`src/rtl/lsu_xbar_if.sv`:
```
// rtl/lsu_xbar_if.sv - AXI4-Lite bus between lsu_xbar (master) and the system interconnect (slave)
interface lsu_xbar_if;
    logic        awvalid;
    logic        awready;
    logic [31:0] awaddr;
    logic        wvalid;
    logic        wready;
    logic [31:0] wdata;
    logic [3:0]  wstrb;
    logic        bvalid;
    logic        bready;
    logic [1:0]  bresp;
    logic        arvalid;
    logic        arready;
    logic [31:0] araddr;
    logic        rvalid;
    logic        rready;
    logic [31:0] rdata;
    logic [1:0]  rresp;

    modport master (
        output awvalid, awaddr, wvalid, wdata, wstrb, bready, arvalid, araddr, rready,
        input  awready, wready, bvalid, bresp, arready, rvalid, rdata, rresp
    );

    modport slave (
        input  awvalid, awaddr, wvalid, wdata, wstrb, bready, arvalid, araddr, rready,
        output awready, wready, bvalid, bresp, arready, rvalid, rdata, rresp
    );
endinterface

```
`src/rtl/lsu_xbar.sv`:
```
// rtl/lsu_xbar.sv - LSU address crossbar: CLINT window to the CLINT opcode bus, everything else to AXI4-Lite
// Optional difftest_skip_o output when LSU_XBAR_DIFFTEST_SKIP_EN is defined.
module lsu_xbar #(
    parameter logic [31:0] CLINT_BASE = 32'h0200_0000,
    parameter logic [31:0] CLINT_MASK = 32'hFFFF_0000
) (
    input  logic        clock,
    input  logic        reset,
    input  logic        req_valid_i,
    output logic        req_ready_o,
    input  logic [31:0] req_addr_i,
    input  logic        req_wen_i,
    input  logic [31:0] req_wdata_i,
    input  logic [3:0]  req_wstrb_i,
    output logic        resp_valid_o,
    output logic [31:0] resp_rdata_o,
    output logic        resp_err_o,
    output logic [31:0] clint_addr_o,
    output logic [1:0]  clint_opcode_o,
    output logic [31:0] clint_wdata_o,
    output logic [3:0]  clint_wstrb_o,
    input  logic [31:0] clint_rdata_i,
    input  logic        clint_resp_i,
`ifdef LSU_XBAR_DIFFTEST_SKIP_EN
    output logic        difftest_skip_o,
`endif
    lsu_xbar_if.master  axi
);
    typedef enum logic [2:0] {
        S_IDLE, S_CLINT_RD, S_AR, S_R, S_AW_W, S_B, S_ERR
    } state_e;

    state_e      state_q;
    logic        req_ready_q;
    logic [31:0] addr_q;
    logic [31:0] wdata_q;
    logic [3:0]  wstrb_q;
    logic        resp_valid_q;
    logic [31:0] resp_rdata_q;
    logic        resp_err_q;
    logic        skip_q;
    logic [1:0]  clint_opcode_q;
    logic        awvalid_q;
    logic        wvalid_q;
    logic        aw_done_q;
    logic        w_done_q;
    logic        bready_q;
    logic        arvalid_q;
    logic        rready_q;

    logic req_is_clint;
    logic aw_fire;
    logic w_fire;
    logic aw_done_d;
    logic w_done_d;
    logic unused_clint_resp;

    assign req_is_clint = (req_addr_i & CLINT_MASK) == (CLINT_BASE & CLINT_MASK);
    assign aw_fire      = awvalid_q && axi.awready;
    assign w_fire       = wvalid_q && axi.wready;
    assign aw_done_d    = aw_done_q || aw_fire;
    assign w_done_d     = w_done_q || w_fire;
    // The CLINT response flag is sticky after the first access, so it carries no timing information.
    assign unused_clint_resp = clint_resp_i;

    always_ff @(posedge clock) begin
        if (reset) begin
            state_q        <= S_IDLE;
            req_ready_q    <= 1'b1;
            addr_q         <= 32'h0;
            wdata_q        <= 32'h0;
            wstrb_q        <= 4'h0;
            resp_valid_q   <= 1'b0;
            resp_rdata_q   <= 32'h0;
            resp_err_q     <= 1'b0;
            skip_q         <= 1'b0;
            clint_opcode_q <= 2'd0;
            awvalid_q      <= 1'b0;
            wvalid_q       <= 1'b0;
            aw_done_q      <= 1'b0;
            w_done_q       <= 1'b0;
            bready_q       <= 1'b0;
            arvalid_q      <= 1'b0;
            rready_q       <= 1'b0;
        end else begin
            resp_valid_q   <= 1'b0;
            skip_q         <= 1'b0;
            clint_opcode_q <= 2'd0;
            // Ready returns only in the cycle after the response pulse.
            if (resp_valid_q) begin
                req_ready_q <= 1'b1;
            end
            case (state_q)
                S_IDLE: begin
                    if (req_valid_i && req_ready_q) begin
                        req_ready_q <= 1'b0;
                        addr_q      <= req_addr_i;
                        wdata_q     <= req_wdata_i;
                        wstrb_q     <= req_wstrb_i;
                        if (req_is_clint && req_wen_i) begin
                            state_q      <= S_ERR;
                            resp_valid_q <= 1'b1;
                            resp_err_q   <= 1'b1;
                            resp_rdata_q <= 32'h0;
                            skip_q       <= 1'b1;
                        end else if (req_is_clint) begin
                            state_q        <= S_CLINT_RD;
                            clint_opcode_q <= 2'd1;
                        end else if (req_wen_i) begin
                            state_q   <= S_AW_W;
                            awvalid_q <= 1'b1;
                            wvalid_q  <= 1'b1;
                            aw_done_q <= 1'b0;
                            w_done_q  <= 1'b0;
                        end else begin
                            state_q   <= S_AR;
                            arvalid_q <= 1'b1;
                        end
                    end
                end
                S_CLINT_RD: begin
                    state_q      <= S_IDLE;
                    resp_rdata_q <= clint_rdata_i;
                    resp_err_q   <= 1'b0;
                    resp_valid_q <= 1'b1;
                    skip_q       <= 1'b1;
                end
                S_AR: begin
                    if (axi.arready) begin
                        state_q   <= S_R;
                        arvalid_q <= 1'b0;
                        rready_q  <= 1'b1;
                    end
                end
                S_R: begin
                    if (axi.rvalid) begin
                        state_q      <= S_IDLE;
                        rready_q     <= 1'b0;
                        resp_rdata_q <= axi.rdata;
                        resp_err_q   <= (axi.rresp != 2'b00);
                        resp_valid_q <= 1'b1;
                    end
                end
                S_AW_W: begin
                    if (aw_fire) begin
                        awvalid_q <= 1'b0;
                    end
                    if (w_fire) begin
                        wvalid_q <= 1'b0;
                    end
                    aw_done_q <= aw_done_d;
                    w_done_q  <= w_done_d;
                    if (aw_done_d && w_done_d) begin
                        state_q  <= S_B;
                        bready_q <= 1'b1;
                    end
                end
                S_B: begin
                    if (axi.bvalid) begin
                        state_q      <= S_IDLE;
                        bready_q     <= 1'b0;
                        resp_rdata_q <= 32'h0;
                        resp_err_q   <= (axi.bresp != 2'b00);
                        resp_valid_q <= 1'b1;
                    end
                end
                S_ERR: begin
                    state_q <= S_IDLE;
                end
                default: begin
                    state_q <= S_IDLE;
                end
            endcase
        end
    end

    assign req_ready_o    = req_ready_q;
    assign resp_valid_o   = resp_valid_q;
    assign resp_rdata_o   = resp_rdata_q;
    assign resp_err_o     = resp_err_q;
    assign clint_addr_o   = addr_q;
    assign clint_opcode_o = clint_opcode_q;
    assign clint_wdata_o  = wdata_q;
    assign clint_wstrb_o  = wstrb_q;
`ifdef LSU_XBAR_DIFFTEST_SKIP_EN
    assign difftest_skip_o = skip_q & resp_valid_q;
`else
    logic unused_skip;
    assign unused_skip = skip_q;
`endif

    assign axi.awvalid = awvalid_q;
    assign axi.awaddr  = addr_q;
    assign axi.wvalid  = wvalid_q;
    assign axi.wdata   = wdata_q;
    assign axi.wstrb   = wstrb_q;
    assign axi.bready  = bready_q;
    assign axi.arvalid = arvalid_q;
    assign axi.araddr  = addr_q;
    assign axi.rready  = rready_q;
endmodule

```
`src/flat_wrapper.sv`:
```
// flat-port wrapper written by rule: the top's interface ports become plain ports
module lsu_xbar_flat 
#(
    parameter logic [31:0] CLINT_BASE = 32'h0200_0000,
    parameter logic [31:0] CLINT_MASK = 32'hFFFF_0000
)
  (clock, reset, req_valid_i, req_ready_o, req_addr_i, req_wen_i, req_wdata_i, req_wstrb_i, resp_valid_o, resp_rdata_o, resp_err_o, clint_addr_o, clint_opcode_o, clint_wdata_o, clint_wstrb_o, clint_rdata_i, clint_resp_i, axi_awvalid, axi_awaddr, axi_wvalid, axi_wdata, axi_wstrb, axi_bready, axi_arvalid, axi_araddr, axi_rready, axi_awready, axi_wready, axi_bvalid, axi_bresp, axi_arready, axi_rvalid, axi_rdata, axi_rresp);
  lsu_xbar_if axi_i ();
  input  logic clock;
  input  logic reset;
  input  logic req_valid_i;
  output logic req_ready_o;
  input  logic [31:0] req_addr_i;
  input  logic req_wen_i;
  input  logic [31:0] req_wdata_i;
  input  logic [3:0] req_wstrb_i;
  output logic resp_valid_o;
  output logic [31:0] resp_rdata_o;
  output logic resp_err_o;
  output logic [31:0] clint_addr_o;
  output logic [1:0] clint_opcode_o;
  output logic [31:0] clint_wdata_o;
  output logic [3:0] clint_wstrb_o;
  input  logic [31:0] clint_rdata_i;
  input  logic clint_resp_i;
  output wire logic [$bits(axi_i.awvalid)-1:0] axi_awvalid;
  output wire logic [$bits(axi_i.awaddr)-1:0] axi_awaddr;
  output wire logic [$bits(axi_i.wvalid)-1:0] axi_wvalid;
  output wire logic [$bits(axi_i.wdata)-1:0] axi_wdata;
  output wire logic [$bits(axi_i.wstrb)-1:0] axi_wstrb;
  output wire logic [$bits(axi_i.bready)-1:0] axi_bready;
  output wire logic [$bits(axi_i.arvalid)-1:0] axi_arvalid;
  output wire logic [$bits(axi_i.araddr)-1:0] axi_araddr;
  output wire logic [$bits(axi_i.rready)-1:0] axi_rready;
  input wire logic [$bits(axi_i.awready)-1:0] axi_awready;
  input wire logic [$bits(axi_i.wready)-1:0] axi_wready;
  input wire logic [$bits(axi_i.bvalid)-1:0] axi_bvalid;
  input wire logic [$bits(axi_i.bresp)-1:0] axi_bresp;
  input wire logic [$bits(axi_i.arready)-1:0] axi_arready;
  input wire logic [$bits(axi_i.rvalid)-1:0] axi_rvalid;
  input wire logic [$bits(axi_i.rdata)-1:0] axi_rdata;
  input wire logic [$bits(axi_i.rresp)-1:0] axi_rresp;
  assign axi_awvalid = axi_i.awvalid;
  assign axi_awaddr = axi_i.awaddr;
  assign axi_wvalid = axi_i.wvalid;
  assign axi_wdata = axi_i.wdata;
  assign axi_wstrb = axi_i.wstrb;
  assign axi_bready = axi_i.bready;
  assign axi_arvalid = axi_i.arvalid;
  assign axi_araddr = axi_i.araddr;
  assign axi_rready = axi_i.rready;
  assign axi_i.awready = axi_awready;
  assign axi_i.wready = axi_wready;
  assign axi_i.bvalid = axi_bvalid;
  assign axi_i.bresp = axi_bresp;
  assign axi_i.arready = axi_arready;
  assign axi_i.rvalid = axi_rvalid;
  assign axi_i.rdata = axi_rdata;
  assign axi_i.rresp = axi_rresp;
  lsu_xbar #(.CLINT_BASE(CLINT_BASE), .CLINT_MASK(CLINT_MASK)) u_core (.clock(clock), .reset(reset), .req_valid_i(req_valid_i), .req_ready_o(req_ready_o), .req_addr_i(req_addr_i), .req_wen_i(req_wen_i), .req_wdata_i(req_wdata_i), .req_wstrb_i(req_wstrb_i), .resp_valid_o(resp_valid_o), .resp_rdata_o(resp_rdata_o), .resp_err_o(resp_err_o), .clint_addr_o(clint_addr_o), .clint_opcode_o(clint_opcode_o), .clint_wdata_o(clint_wdata_o), .clint_wstrb_o(clint_wstrb_o), .clint_rdata_i(clint_rdata_i), .clint_resp_i(clint_resp_i), .axi(axi_i));
endmodule
```
`config.mk`:
```
export PLATFORM = sky130hd
export DESIGN_NAME = lsu_xbar_flat
export DESIGN_NICKNAME = d
export VERILOG_FILES = /design/src/rtl/lsu_xbar_if.sv /design/src/rtl/lsu_xbar.sv /design/src/flat_wrapper.sv
export SDC_FILE = /design/constraint.sdc
export NUM_CORES = 1
export LEC_CHECK = 0
export BUFFER_PORTS_ARGS = -buffer_cell sky130_fd_sc_hd__buf_2
export CAP_MARGIN = 20
export CORE_AREA = 2 2 137 139
export DETAILED_ROUTE_END_ITERATION = 8
export DIE_AREA = 0 0 139 141
export GPL_ROUTABILITY_DRIVEN = 0
export PLACE_DENSITY = 0.6
export SLEW_MARGIN = 10
export SYNTH_ARGS = -nofsm -noshare
export SYNTH_HDL_FRONTEND = slang
export SYNTH_SLANG_ARGS = --single-unit
```
`constraint.sdc`:
```
create_clock -name clock -period 2.05 [get_ports clock]
set_input_delay 0 -clock clock [delete_from_list [all_inputs] [get_ports clock]]
set_output_delay 0 -clock clock [all_outputs]
set_load 0.02 [all_outputs]
```
==> qor.txt <==
Outcome -> completed
Fin. max-slew vios -> 0
Antenna violations before repair -> 2
Die X -> 139 um
Routed wire length -> 18.4 mm
Pin count of the biggest net entering global routing -> 73
Multi-input combinational cell area -> 2470 um2
Drt wl/cell -> 14.1 um
Leak -> 4.40 nW
Skew final -> 0.00818 ns
PD cells -> 920 nW/um2
Die area -> 19600 um2
Warnings from Yosys -> 0
Post-Synth Simple-Gate Area -> 19.8%
Cell Area, Placed -> 7020 um2
Synthesized flop and latch total -> 114
Min Hold Slack -> 0.0109 ns
Synth Area in Adders -> 0.219%
Startpoint Class -> input pin
Most frequent cells in the layout -> 352 x buf_2, 144 x nand2_1, 129 x dlygate4sd3_1, 114 x dfxtp_1, 79 x a21oi_1
Tcrit/Tclk final -> 95.5%
Filler cell count -> 1736
Fmax -> 511 MHz
Area grow syn2layout -> 55.8%
Num Clock Sinks -> 114
Hold Path Cell Cnt -> 4
CP Cell Sequence -> dlygate4sd3_1, buf_2, nor4_1, and4_1, a32oi_4, buf_12, mux2_4
Pre-CTS setup slack -> 0.210 ns
Fin area -> 8900 um2
Sequential share of the synthesized area -> 39.9%
Total number of vias -> 5938
Final Worst Setup Slack -> 0.0931 ns
Nets -> 1202
Largest family of logic cells by synthesized area -> simple AND/OR/NAND/NOR gates
Netlist Area Pre-Place -> 5720 um2
Die Ht -> 141 um
FFs w/ async S/R, synth -> 0%
WS Path Type -> input pin to flip-flop
Setup TNS -> 0 ns
Post-synthesis mux area share -> 8.27%
Total grt overflow -> 0
Clock root buffer master -> clkbuf_16
Syn nets -> 830
Worst slew margin -> 66.6%
HP Class -> input pin to flip-flop
Worst endpoint required time -> 2.34 ns
Register Area -> 2280 um2
Number of synthesized flops with an enable pin -> 0
Overall Power -> 8.19 mW
Crit path capture type -> flip-flop
Xor/xnor cell area share of the yosys netlist -> 0%
DRC -> 0
RSZ-0062 raised after global routing -> no
Max-cap viol count -> 0
Tot GR Track Use -> 18.1%
Placed insts -> 1141
Data arrival time of the worst path -> 2.25 ns
Via/cell ratio -> 4.55
Row count -> 50
Pre-antenna DRT Iters -> 7
Initial core utilization -> 31.3%
Peak supply drop -> 0.000545 V
First-pass GRT wire length -> 28.5 mm
Dpl hpwl -> 12.4 mm
Buffers on Ports -> 353
Final ANT Viol Nets -> 0
Avg Cell Area, Syn -> 8.37 um2
Starting DRC count in detailed routing -> 169
CTS tree -> done
Most common cell after layout, fill and taps aside -> buf_2
Slew @ Worst Pin -> 0.497 ns
Critical path peak fanout -> 27
Non-Filler Instances -> 1304
Share of the synthesized area in the top cell type -> 39.9%
Core area -> 18300 um2
Post-synth top area cell -> dfxtp_1
Setup violators final -> 0
Number of global-route vias before repair -> 5655
R2R cell count -> 5
Clk Latency, worst-skew pair -> 0.41 ns
Compound-cell area share of the yosys netlist -> 14.8%
Synth area leaders -> dfxtp_1 40%, buf_4 13%, nand2_1 9.5%
Layout cells sized above 1 -> 41.4%
Final Hold Fails -> 0
Clk buf depth -> 2
Crit-path slowest cell -> dlygate4sd3_1
Commonest register cell after synthesis -> dfxtp_1
# resized after CTS -> 0
H-tree depth -> 4
Io pins -> 356
Num CTS Buffers -> 17
Cell count after synthesis -> 683
Worst path max stage delay -> 0.54 ns
Clk pin slew, worst setup/hold paths -> 0.06 ns
Crit path time final -> 1.96 ns
Unique masters post-synth -> 45
Fin util -> 48.7%
==> report_power, final <==
part	internal [mW]	switching (mW)	leakage (nW)	total, mW
clock	1.80	1.12	0.276	2.91
sequential	2.45	0.187	0.929	2.64
combinational	1.04	1.60	3.20	2.64
==> final timing paths <==
kind	start	to	slack [ns]
hold reg to reg	u_core.axi.wstrb[0]$_SDFFE_PP0P_	u_core.axi.wstrb[0]$_SDFFE_PP0P_	0.46
setup reg to reg	u_core.state_q[2]$_SDFFE_PP0P_	u_core.resp_rdata_o[31]$_SDFFE_PP0P_	0.22
setup / recovery	req_addr_i[31]	u_core.resp_rdata_o[25]$_SDFFE_PP0P_	0.09
hold / removal	axi_rdata[10]	u_core.resp_rdata_o[10]$_SDFFE_PP0P_	0.01
==> critical path: cells and delay by family <==
family	cells	cell delay (ns)
compound gates	1	0.15
buf+inv	3	0.88
mux	1	0.31
simple gates	2	0.88
==> what timing repair did <==
item / in CTS / in global routing
buffers inserted: 0 / 0
endpoints found under the hold margin: 104 / 0
hold buffers: 129 / 0
==> metal layers <==
metal  GRT usage (%)  part of all wire, %  up-vias
li1                -                    -     2943
met1            20.5                   39     2725
met2            33.5                   53      246
met3            4.28                  5.7       24
met4            5.95                  1.7        0
met5               0                    0        -
==> sequential cells by signal, indices dropped and copies added, names as in the netlist <==
| register | cells |
|---|---|
| u_core.axi.arvalid | 1 |
| u_core.state_q | 3 |
| u_core.resp_err_o | 1 |
| u_core.clint_opcode_o | 1 |
| u_core.resp_valid_o | 1 |
| u_core.w_done_q | 1 |
| u_core.axi.awvalid | 1 |
| u_core.axi.araddr | 32 |
| u_core.axi.rready | 1 |
| u_core.req_ready_o | 1 |
| u_core.axi.bready | 1 |
| u_core.axi.wstrb | 4 |
| u_core.axi.wvalid | 1 |
| u_core.axi.wdata | 32 |
| u_core.resp_rdata_o | 32 |
| u_core.aw_done_q | 1 |
==> cell type report <==
type	count	share of cell area, %
Timing Repair Buffer	500	36.6
Inverter	2	0.0843
Multi-Input combinational cell	420	27.8
Sequential cell	114	25.6
Clock inverter	15	1.77
Tap cell	234	3.29
Antenna cell	2	0.0562
Clock buffer	17	4.78
==> Yosys cell counts (all sizes together), types with 2 or more instances <==
library cell  count
a21oi            79
nor2             40
buf             119
nor3b             3
nor2b            34
a22oi            33
a211oi            2
nor4              7
clkbuf           28
nand2           145
dfxtp           114
a311oi            2
o311ai            2
nand3b            2
nand4             2
and3              2
o21ai             4
and2              2
a31oi             3
mux2             32
a41o              2
nor3              8
inv               2
==> cells by family (layout without fill, tap and decap cells) <==
kind of cell | Yosys count | after routing
muxes | 32 | 32
adders and majority gates | 1 | 1
AOI/OAI and AO/OA | 136 | 136
buffers and inverters | 149 | 534
DFF | 114 | 114
other | 1 | 3
and+or+nand+nor | 250 | 250
(Power assumes the default switching activity.)
